**src/rtl/ev_multi_motor_ctrl.sv**
```systemverilog
// ev_multi_motor_ctrl: NCH-channel motor controller with slew-limited speed ramps, PWM, thermal derating
// Ports: clk, rst (sync, active high); en system power; cmd_valid/cmd_ready/cmd_ch/cmd_accel/cmd_brake
//   command handshake; cmd_err bad-channel pulse; pwm_out, speed_out, at_target, overheat per channel.
module ev_multi_motor_ctrl #(
  parameter int NCH       = 2,
  parameter int CMD_W     = 4,
  parameter int DUTY_W    = 8,
  parameter int SCALE_SH  = 4,
  parameter int RAMP_DIV  = 16,
  parameter int RAMP_STEP = 4,
  parameter int TEMP_W    = 7,
  parameter int T_AMB     = 25,
  parameter int T_TRIP    = 85,
  parameter int T_CLEAR   = 75,
  parameter int T_LOAD    = 50,
  parameter int T_DIV     = 1024
) (
  input  logic                     clk,
  input  logic                     rst,
  input  logic                     en,
  input  logic                     cmd_valid,
  output logic                     cmd_ready,
  input  logic [2:0]               cmd_ch,
  input  logic [CMD_W-1:0]         cmd_accel,
  input  logic [CMD_W-1:0]         cmd_brake,
  output logic                     cmd_err,
  output logic [NCH-1:0]           pwm_out,
  output logic [NCH*DUTY_W-1:0]    speed_out,
  output logic [NCH-1:0]           at_target,
  output logic [NCH-1:0]           overheat
);
  localparam int RW = $clog2(RAMP_DIV + 1);
  localparam int TW = $clog2(T_DIV + 1);
  localparam logic [DUTY_W-1:0] DMAX  = '1;
  localparam logic [DUTY_W-1:0] PMAX  = DMAX - 1'b1;
  localparam logic [DUTY_W-1:0] STEP  = DUTY_W'(RAMP_STEP);
  localparam logic [DUTY_W-1:0] LOAD  = DUTY_W'(T_LOAD);
  localparam logic [TEMP_W-1:0] TMAX  = '1;
  localparam logic [TEMP_W-1:0] TAMB  = TEMP_W'(T_AMB);
  localparam logic [TEMP_W-1:0] TTRIP = TEMP_W'(T_TRIP);
  localparam logic [TEMP_W-1:0] TCLR  = TEMP_W'(T_CLEAR);
  localparam logic [RW-1:0]     RLAST = RW'(RAMP_DIV - 1);
  localparam logic [TW-1:0]     TLAST = TW'(T_DIV - 1);

  typedef enum logic [1:0] {IDLE, RUN, DERATE} state_e;

  state_e              state_q  [NCH];
  state_e              state_d  [NCH];
  logic [DUTY_W-1:0]   target_q [NCH];
  logic [DUTY_W-1:0]   target_d [NCH];
  logic [DUTY_W-1:0]   speed_q  [NCH];
  logic [DUTY_W-1:0]   speed_d  [NCH];
  logic [DUTY_W-1:0]   duty_q   [NCH];
  logic [DUTY_W-1:0]   duty_d   [NCH];
  logic [TEMP_W-1:0]   temp_q   [NCH];
  logic [TEMP_W-1:0]   temp_d   [NCH];
  logic [DUTY_W-1:0]   eff      [NCH];
  logic [RW-1:0]       rcnt_q, rcnt_d;
  logic [TW-1:0]       tcnt_q, tcnt_d;
  logic [DUTY_W-1:0]   pcnt_q, pcnt_d;
  logic                cmd_err_q, cmd_err_d;
  logic                acc, rtick, ttick;
  logic [DUTY_W:0]     raw_w;
  logic [DUTY_W-1:0]   raw;

  function automatic logic [DUTY_W-1:0] ramp_f(input logic [DUTY_W-1:0] s, input logic [DUTY_W-1:0] e);
    return e > s ? (e - s > STEP ? s + STEP : e) : (s - e > STEP ? s - STEP : e);
  endfunction

  assign cmd_ready = en & ~rst;
  assign cmd_err   = cmd_err_q;

  always_comb begin
    acc       = cmd_valid & cmd_ready;
    rtick     = rcnt_q == RLAST;
    ttick     = tcnt_q == TLAST;
    rcnt_d    = rtick ? '0 : rcnt_q + 1'b1;
    tcnt_d    = ttick ? '0 : tcnt_q + 1'b1;
    pcnt_d    = pcnt_q == PMAX ? '0 : pcnt_q + 1'b1;
    cmd_err_d = acc && ({1'b0, cmd_ch} >= 4'(NCH));
    raw_w     = cmd_accel > cmd_brake ? (DUTY_W+1)'(cmd_accel - cmd_brake) << SCALE_SH : '0;
    raw       = raw_w[DUTY_W] ? DMAX : raw_w[DUTY_W-1:0];
    state_d   = state_q;
    target_d  = target_q;
    speed_d   = speed_q;
    duty_d    = duty_q;
    temp_d    = temp_q;
    eff       = target_q;
    pwm_out   = '0;
    speed_out = '0;
    at_target = '0;
    overheat  = '0;
    for (int k = 0; k < NCH; k++) begin
      eff[k]      = state_q[k] == DERATE ? target_q[k] >> 1 : target_q[k];
      state_d[k]  = !en ? IDLE :
                    state_q[k] == IDLE ? RUN :
                    (state_q[k] == RUN && temp_q[k] >= TTRIP) ? DERATE :
                    (state_q[k] == DERATE && temp_q[k] <= TCLR) ? RUN : state_q[k];
      target_d[k] = !en ? '0 : (acc && cmd_ch == 3'(k)) ? raw : target_q[k];
      speed_d[k]  = !en ? '0 : rtick ? ramp_f(speed_q[k], eff[k]) : speed_q[k];
      // Duty is loaded on the wrap so a whole period (counter 0..PMAX) uses one value
      duty_d[k]   = pcnt_q == PMAX ? speed_q[k] : duty_q[k];
      temp_d[k]   = !ttick ? temp_q[k] :
                    speed_q[k] > LOAD ? (temp_q[k] == TMAX ? temp_q[k] : temp_q[k] + 1'b1) :
                    temp_q[k] > TAMB ? temp_q[k] - 1'b1 : temp_q[k];
      pwm_out[k]  = state_q[k] != IDLE && pcnt_q < duty_q[k];
      at_target[k] = state_q[k] != IDLE && speed_q[k] == eff[k];
      overheat[k] = state_q[k] == DERATE;
      speed_out[k*DUTY_W +: DUTY_W] = speed_q[k];
    end
  end

  always_ff @(posedge clk) begin
    if (rst) begin
      rcnt_q    <= '0;
      tcnt_q    <= '0;
      pcnt_q    <= '0;
      cmd_err_q <= 1'b0;
      for (int k = 0; k < NCH; k++) begin
        state_q[k]  <= IDLE;
        target_q[k] <= '0;
        speed_q[k]  <= '0;
        duty_q[k]   <= '0;
        temp_q[k]   <= TAMB;
      end
    end else begin
      rcnt_q    <= rcnt_d;
      tcnt_q    <= tcnt_d;
      pcnt_q    <= pcnt_d;
      cmd_err_q <= cmd_err_d;
      state_q   <= state_d;
      target_q  <= target_d;
      speed_q   <= speed_d;
      duty_q    <= duty_d;
      temp_q    <= temp_d;
    end
  end
endmodule

```
**config.mk**
```make
export PLATFORM = sky130hd
export DESIGN_NAME = ev_multi_motor_ctrl
export DESIGN_NICKNAME = d
export VERILOG_FILES = /design/src/rtl/ev_multi_motor_ctrl.sv
export SDC_FILE = /design/constraint.sdc
export NUM_CORES = 1
export LEC_CHECK = 0
export ABC_AREA = 1
export CORE_MARGIN = 3
export CORE_UTILIZATION = 58
export DETAILED_ROUTE_END_ITERATION = 12
export PLACE_DENSITY_LB_ADDON = 0.05
export SLEW_MARGIN = 0
export SYNTH_ARGS = -nofsm -noshare
export SYNTH_HDL_FRONTEND = slang
export SYNTH_SLANG_ARGS = --single-unit
```
**constraint.sdc**
```tcl
create_clock -name clk -period 3.2 [get_ports clk]
set_input_delay 0.64 -clock clk [delete_from_list [all_inputs] [get_ports clk]]
set_output_delay 0.64 -clock clk [all_outputs]
set_load 0.01 [all_outputs]
```
==> impl_results.md, run 1 <==
* Outcome: complete, no violations
* Critical Path AT at 2.22 ns
* Yosys warning count at 0
* Clk_skew at about 0.0071 ns
* CTS tree: yes
* First-pass GRT wire length at 27.9 mm
* Worst setup path class: reg2out
* Simple-gate share of the synthesized area at 30.9%
* Ratio of routed vias to standard cells at approximately 5.4
* Nets at between 1000 and 1500
* Vias in the first global route at 6023
* Total core area at around 11000 um^2
* Die height at 112 um
* Ranking of synthesized cells by area: dfxtp_1 25%, ha_1 12%, nand2_1 11%
* CTS Buffer Depth at 2
* Final cell count without fillers at 1170
* HPWL after DPL at 12.4 mm
* Post-route ant nets at 0
* Drt pass-1 iters at 5
* Synth unique cells at 50
* Peak supply drop at 0.229 mV
* Post-Synthesis Cells at 977
* Total track usage at 26.5%
* P_leak at 3.59 nW
* Port bufs at 38
* Mapped Area at 6530 um^2
* Fin. Hold Viols at 0
* CP peak stage delay at 0.61 ns
* Setup WS pre-CTS at 0.266 ns
* Post-synthesis mux area share at 0%
* CTS Hold Bufs at 0
* Number of synthesized flops with an enable pin at 0
* Clock tree sinks at 81
* Crit path cell chain: ha_1 -> a21boi_0 -> o211ai_1 -> a21oi_1 -> nor3_1 -> clkdlybuf4s50_1
* Crit path time final at 2.86 ns
* Initial antenna violation count at 0
* Post-synthesis xor/xnor area fraction at 4.03%
* Wire per inst at 13.7 um
* Placed cells at between 1000 and 1500
* Post-route clock period utilization at 89.4%
* Rel. slew slack at 62.5%
* Top-area cell type share of the netlist area at 24.8%
* Die ar. at 12600 um^2
* Slew Viols, Final at 0
* Final RePlAce weighted congestion at around 0.95
* Synthesis-stage register bit count at 81
* Cell family with most CP delay: buffers and inverters
* Max H-tree Level at 3
* Ys flop type: dfxtp_1
* Max_cap viols at 0
* Setup Buffers After CTS at 0
* Final setup violating endpoints at 0
* # rows at 38
* Synthesis-to-layout area growth at 15.2%
* DR iter-0 viols at 541
* Area share of fa/ha/maj cells after synthesis at between 10% and 20%
* CP startpoint kind: flop
* Buf/Inv on CP at 1
* CP max FO at 5
* Measured slew at the worst slew-check pin at 0.559 ns
* Area leader, netlist: dfxtp_1
* Clock root cell: clkbuf_16
* Initial core utilization at 59.7%
* Largest net degree at the start of global routing at 30
* DRC viols at 0
* Worst skew pair latency at 0.33 ns
* Share of cells above drive strength 1 at 10.6%
* Async set or reset register ratio after synthesis at 0%
* CTS Buf Count at 9
* Clock transition at path regs at 0.06 ns
* Fmax at approximately 0.35 GHz
* Setup TNS at 0 ns
* Worst path slowest cell: clkdlybuf4s50_1
* Ant diodes at 0
* Crit path capture type: output pin
* Sequential share of the synthesized area at approximately a quarter
* Hold/Removal Path Class: reg2reg
* Final wirelength at approximately 16 mm
* WP data required at around 2.6 ns
* IO Count at 39
* Largest family of logic cells by synthesized area: simple AND/OR/NAND/NOR gates
* Compound-cell area share of the yosys netlist at 15.8%
* Synth Area per Inst at 6.68 um^2
* Vias at 6373
* PD cells at 318 nW/um^2
* Gr ovfl total at 0
* Setup ws final at 0.339 ns
* Die width at 112 um
* RSZ-0062 raised after global routing: false
* Net Count, Synth at 1058
* Layout Utilization at slightly below 70%
[cell type report]
cell class | count | area (um^2)
Clock buffer | 10 | 239
Clock inverter | 6 | 87.6
Fill cell | 1012 | 3420
Inverter | 163 | 612
Multi-Input combinational cell | 711 | 4240
Sequential cell | 81 | 1620
Tap cell | 140 | 175
Timing Repair Buffer | 59 | 543
[through the flow]
| step | total power [mW] | hold slack (ns) | cell area [um^2] |
|---|---|---|---|
| global route | 2.49 | 0.477 | 7520 |
| finish | 2.39 | 0.450 | 7520 |
| global placement | 1.28 | 0.430 | 7120 |
| detailed placement | 1.28 | 0.436 | 7120 |
| CTS | 2.41 | 0.450 | 7460 |
| floorplan | 1.21 | 0.418 | 6530 |
[power breakdown]
group	total (mW)	internal, mW	switching, mW
Sequential	1.03	1.02	0.0107
Combinational	0.229	0.0924	0.137
Clock	1.13	0.708	0.426
Total	2.39	1.82	0.574
[synth_stat cells, types with 2 or more instances]
| master | instances |
|---|---|
| a211oi_1 | 2 |
| a21o_1 | 2 |
| a21oi_1 | 82 |
| a21oi_2 | 3 |
| buf_2 | 6 |
| buf_4 | 3 |
| buf_6 | 2 |
| clkbuf_1 | 11 |
| dfxtp_1 | 81 |
| fa_1 | 5 |
| ha_1 | 61 |
| inv_1 | 149 |
| inv_2 | 13 |
| nand2_1 | 188 |
| nand2_2 | 15 |
| nand3_1 | 80 |
| nand3_2 | 7 |
| nand3_4 | 2 |
| nand4_1 | 29 |
| nor2_1 | 63 |
| nor2_2 | 7 |
| nor2_4 | 3 |
| nor3_1 | 18 |
| nor3_2 | 3 |
| nor3b_1 | 2 |
| nor4_1 | 3 |
| o211ai_1 | 3 |
| o21a_1 | 2 |
| o21ai_0 | 68 |
| o21ai_1 | 12 |
| o221ai_1 | 3 |
| or2_2 | 3 |
| xnor2_1 | 7 |
| xor2_1 | 23 |
[cells by family (layout without fill, tap and decap cells)]
kind of cell | count (synthesis) | in the layout
AO/OA/AOI/OAI | 187 | 187
XOR/XNOR | 30 | 30
adder cells (fa/ha/maj) | 66 | 66
buffers and inverters | 185 | 238
flip-flops | 81 | 81
AND/OR/NAND/NOR | 428 | 428
[layout by cell type (no fill, tap or decap), types with 3 or more instances in the layout]
master and n:
o21ai_1 12, nand4_1 29, ha_4 4, xnor2_1 7
clkbuf_16 9, a21oi_1 82, dfxtp_1 79, o211ai_1 3
inv_2 14, fa_1 5, nor4_1 3, nand3_2 7
nand2_1 188, or2_2 3, nor2_1 62, nand3_1 80
o221ai_1 3, nor3_2 4, a21oi_2 3, nor2_4 3
clkdlybuf4s50_1 36, nor3_1 17, xor2_1 23, inv_1 148
buf_4 21, nor2_2 8, o21ai_0 67, nand2_2 15
ha_1 57
[final timing paths]
check             slack, ns          from  depth (start not counted)          to
hold / removal         0.45     rcnt_q[0]                          1   rcnt_q[0]
hold reg to reg        0.45     rcnt_q[0]                          1   rcnt_q[0]
setup / recovery       0.34     pcnt_q[1]                          6  pwm_out[0]
setup reg to reg       0.42  speed_out[2]                         15  temp_q[13]
[layer usage]
metal	track usage, %	vias up	wire length [um]
met3	4.37	30	752
met1	36.4	2878	7720
met5	0	-	0
met4	8.89	0	373
met2	42.8	141	7150
li1	-	3324	-
[repair_timing]
item / 4_1_cts / 5_1_grt
resized for setup: 4 / 12
pin swaps: 2 / 2
endpoints found under the setup margin: 2 / 2
gates cloned: 0 / 0
[flip-flops by register name, indices dropped and copies added, names as in the netlist, 4 cells and up]
register and count:
pcnt_q 8, tcnt_q 11, temp_q 14, duty_q 14, rcnt_q 5, target_q 10
state_q 4, speed_out 14
No activity file was read; power rests on OpenSTA's default activity.
==> run 2, diff against run 1 <==
- RECOVER_POWER: not set -> 25
==> impl_results.md, run 2 (synthesized netlist as in run 1, its figures left out) <==
* Outcome: complete, no violations
* Commonest cells after routing, fill and taps aside: 188 x nand2_1, 148 x inv_1, 82 x a21oi_1
* Placed cells at about 1200
* Port bufs at 38
* Crit path capture type: output pin
* Final RePlAce weighted congestion at 0.950
* RR Startpoint: speed_out[2]
* Crit path time final at 2.87 ns
* HPWL after DPL at ~12 mm
* Slew Viols, Final at 0
* Setup Buffers After CTS at 0
* Die width at roughly 110 um
* Seq. cell area at 1620 um^2
* Initial core utilization at 59.7%
* Drt pass-1 iters at 5
* RSZ-0062 raised after global routing: false
* Post-route clock period utilization at 89.6%
* Share of cells above drive strength 1 at 10.2%
* Peak supply drop at approximately 0.23 mV
* CP startpoint kind: flop
* Final setup violating endpoints at 0
* Rel. slew slack at between 20% and 30%
* Total core area at 10900 um^2
* P_leak at 3.59 nW
* Ant diodes at 0
* Total track usage at a little over a quarter
* Fin. Hold Viols at 0
* Area of the multi-input gates at 4240 um^2
* Setup ws final at 0.334 ns
* CTS Buffer Depth at 2
* Initial antenna violation count at 0
* DR iter-0 viols at between 500 and 600
* FILL cells at 1016
* Max H-tree Level at 3
* Worst Min Path Start: rcnt_q[0]
* IO Count at 39
* Wire per inst at 13.7 um
* Clock transition at path regs at ~0.060 ns
* Clk_skew at between 0.007 and 0.008 ns
* WP data required at 2.56 ns
* CTS Buf Count at 9
* Vias at roughly 6400
* Largest net degree at the start of global routing at 30
* Hold Slack at 0.450 ns
* Fmax at 0.349 GHz
* Nets at 1106
* Measured slew at the worst slew-check pin at 1.10 ns
* CTS tree: yes
* Setup WS pre-CTS at between 0.2 and 0.3 ns
* Reg-to-reg endpoint: temp_q[13]
* Reg2Reg Depth at 15
* Worst setup path class: reg2out
* Final cell count without fillers at 1170
* PD cells at 319 nW/um^2
* Post-route ant nets at 0
* Critical Path AT at 2.23 ns
* # rows at 38
* CP peak stage delay at 0.61 ns
* Die height at 112 um
* Crit path cell chain: ha_1 -> a21boi_0 -> o211ai_1 -> a21oi_1 -> nor3_1 -> clkdlybuf4s50_1
* WHS Path Cells at 1
* Worst skew pair latency at 0.33 ns
* Gr ovfl total at 0
* CP max FO at 5
* Ratio of routed vias to standard cells at 5.43
* Clock root cell: clkbuf_16
* R2r setup slk at between 0.4 and 0.5 ns
* Die ar. at roughly 13000 um^2
* Vias in the first global route at approximately 6000
* Worst path slowest cell: clkdlybuf4s50_1
* Final wirelength at 16.0 mm
* Clock tree sinks at 81
* Synthesis-to-layout area growth at 15.0%
* Commonest non-fill, non-tap cell in the layout: nand2_1
* Hold Path Sink: rcnt_q[0]
* Max_cap viols at 0
* Setup TNS at 0 ns
* First-pass GRT wire length at 27.9 mm
* DRC viols at 0
* Hold/Removal Path Class: reg2reg
## run 2: cell count changes in the layout (fill, tap and decap cells not counted), sizes merged
| cell | before | now |
|---|---|---|
| dlygate4sd3 | 0 | 2 |
| clkbuf | 10 | 13 |
| buf | 21 | 18 |
| clkdlybuf4s50 | 36 | 34 |
## run 2: worst max path at each step
stage	from	end	slack, ns	depth (start not counted)
finish	pcnt_q[1]	pwm_out[0]	0.33	6
global route	speed_out[2]	temp_q[13]	0.13	16
CTS	state_q[0]	at_target[1]	0.01	10
detailed placement	state_q[1]	at_target[1]	0.27	9
global placement	state_q[1]	at_target[1]	0.30	9
floorplan	speed_out[2]	temp_q[13]	0.57	16
## run 2: metal layers
| metal | global-route usage [%] | part of all wire [%] |
|---|---|---|
| met5 | 0 | 0 |
| met4 | 8.89 | 2.3 |
| met3 | 4.37 | 4.8 |
| met2 | 42.8 | 45 |
| met1 | 36.4 | 48 |
## run 2: area by class of cell
cell class	count	area share (%)
inverter	163	8.15
tap	140	2.33
clock buffer	10	3.18
clock inverter	6	1.17
sequential	81	21.6
timing repair buffer	59	7.09
multi-input combinational	711	56.4
## run 2: through the flow
step	instance area [um^2]	total power, mW	util (%)
global placement	7120	1.28	65.1
global route	7500	2.49	68.6
finish	7500	2.39	68.6
floorplan	6530	1.21	-
detailed placement	7120	1.28	65.1
CTS	7460	2.41	68.2
## run 2: worst max-delay path, delay by kind of cell (launching register included)
family,cells,cell delay [ns]
buf+inv,1,0.61
flops,1,0.41
simple gates,1,0.24
fa+ha+maj,1,0.26
compound gates,3,0.37
## run 2: power by group
group,internal (mW),switching (mW)
sequential,1.02,0.0108
combinational,0.0905,0.137
clock,0.708,0.428
## run 2: what timing repair did
| action | 4_1_cts | 5_1_grt |
|---|---|---|
| pin swaps | 2 | 2 |
| setup endpoints to repair | 2 | 2 |
| resized for setup | 4 | 12 |
| hold buffers | 0 | 0 |
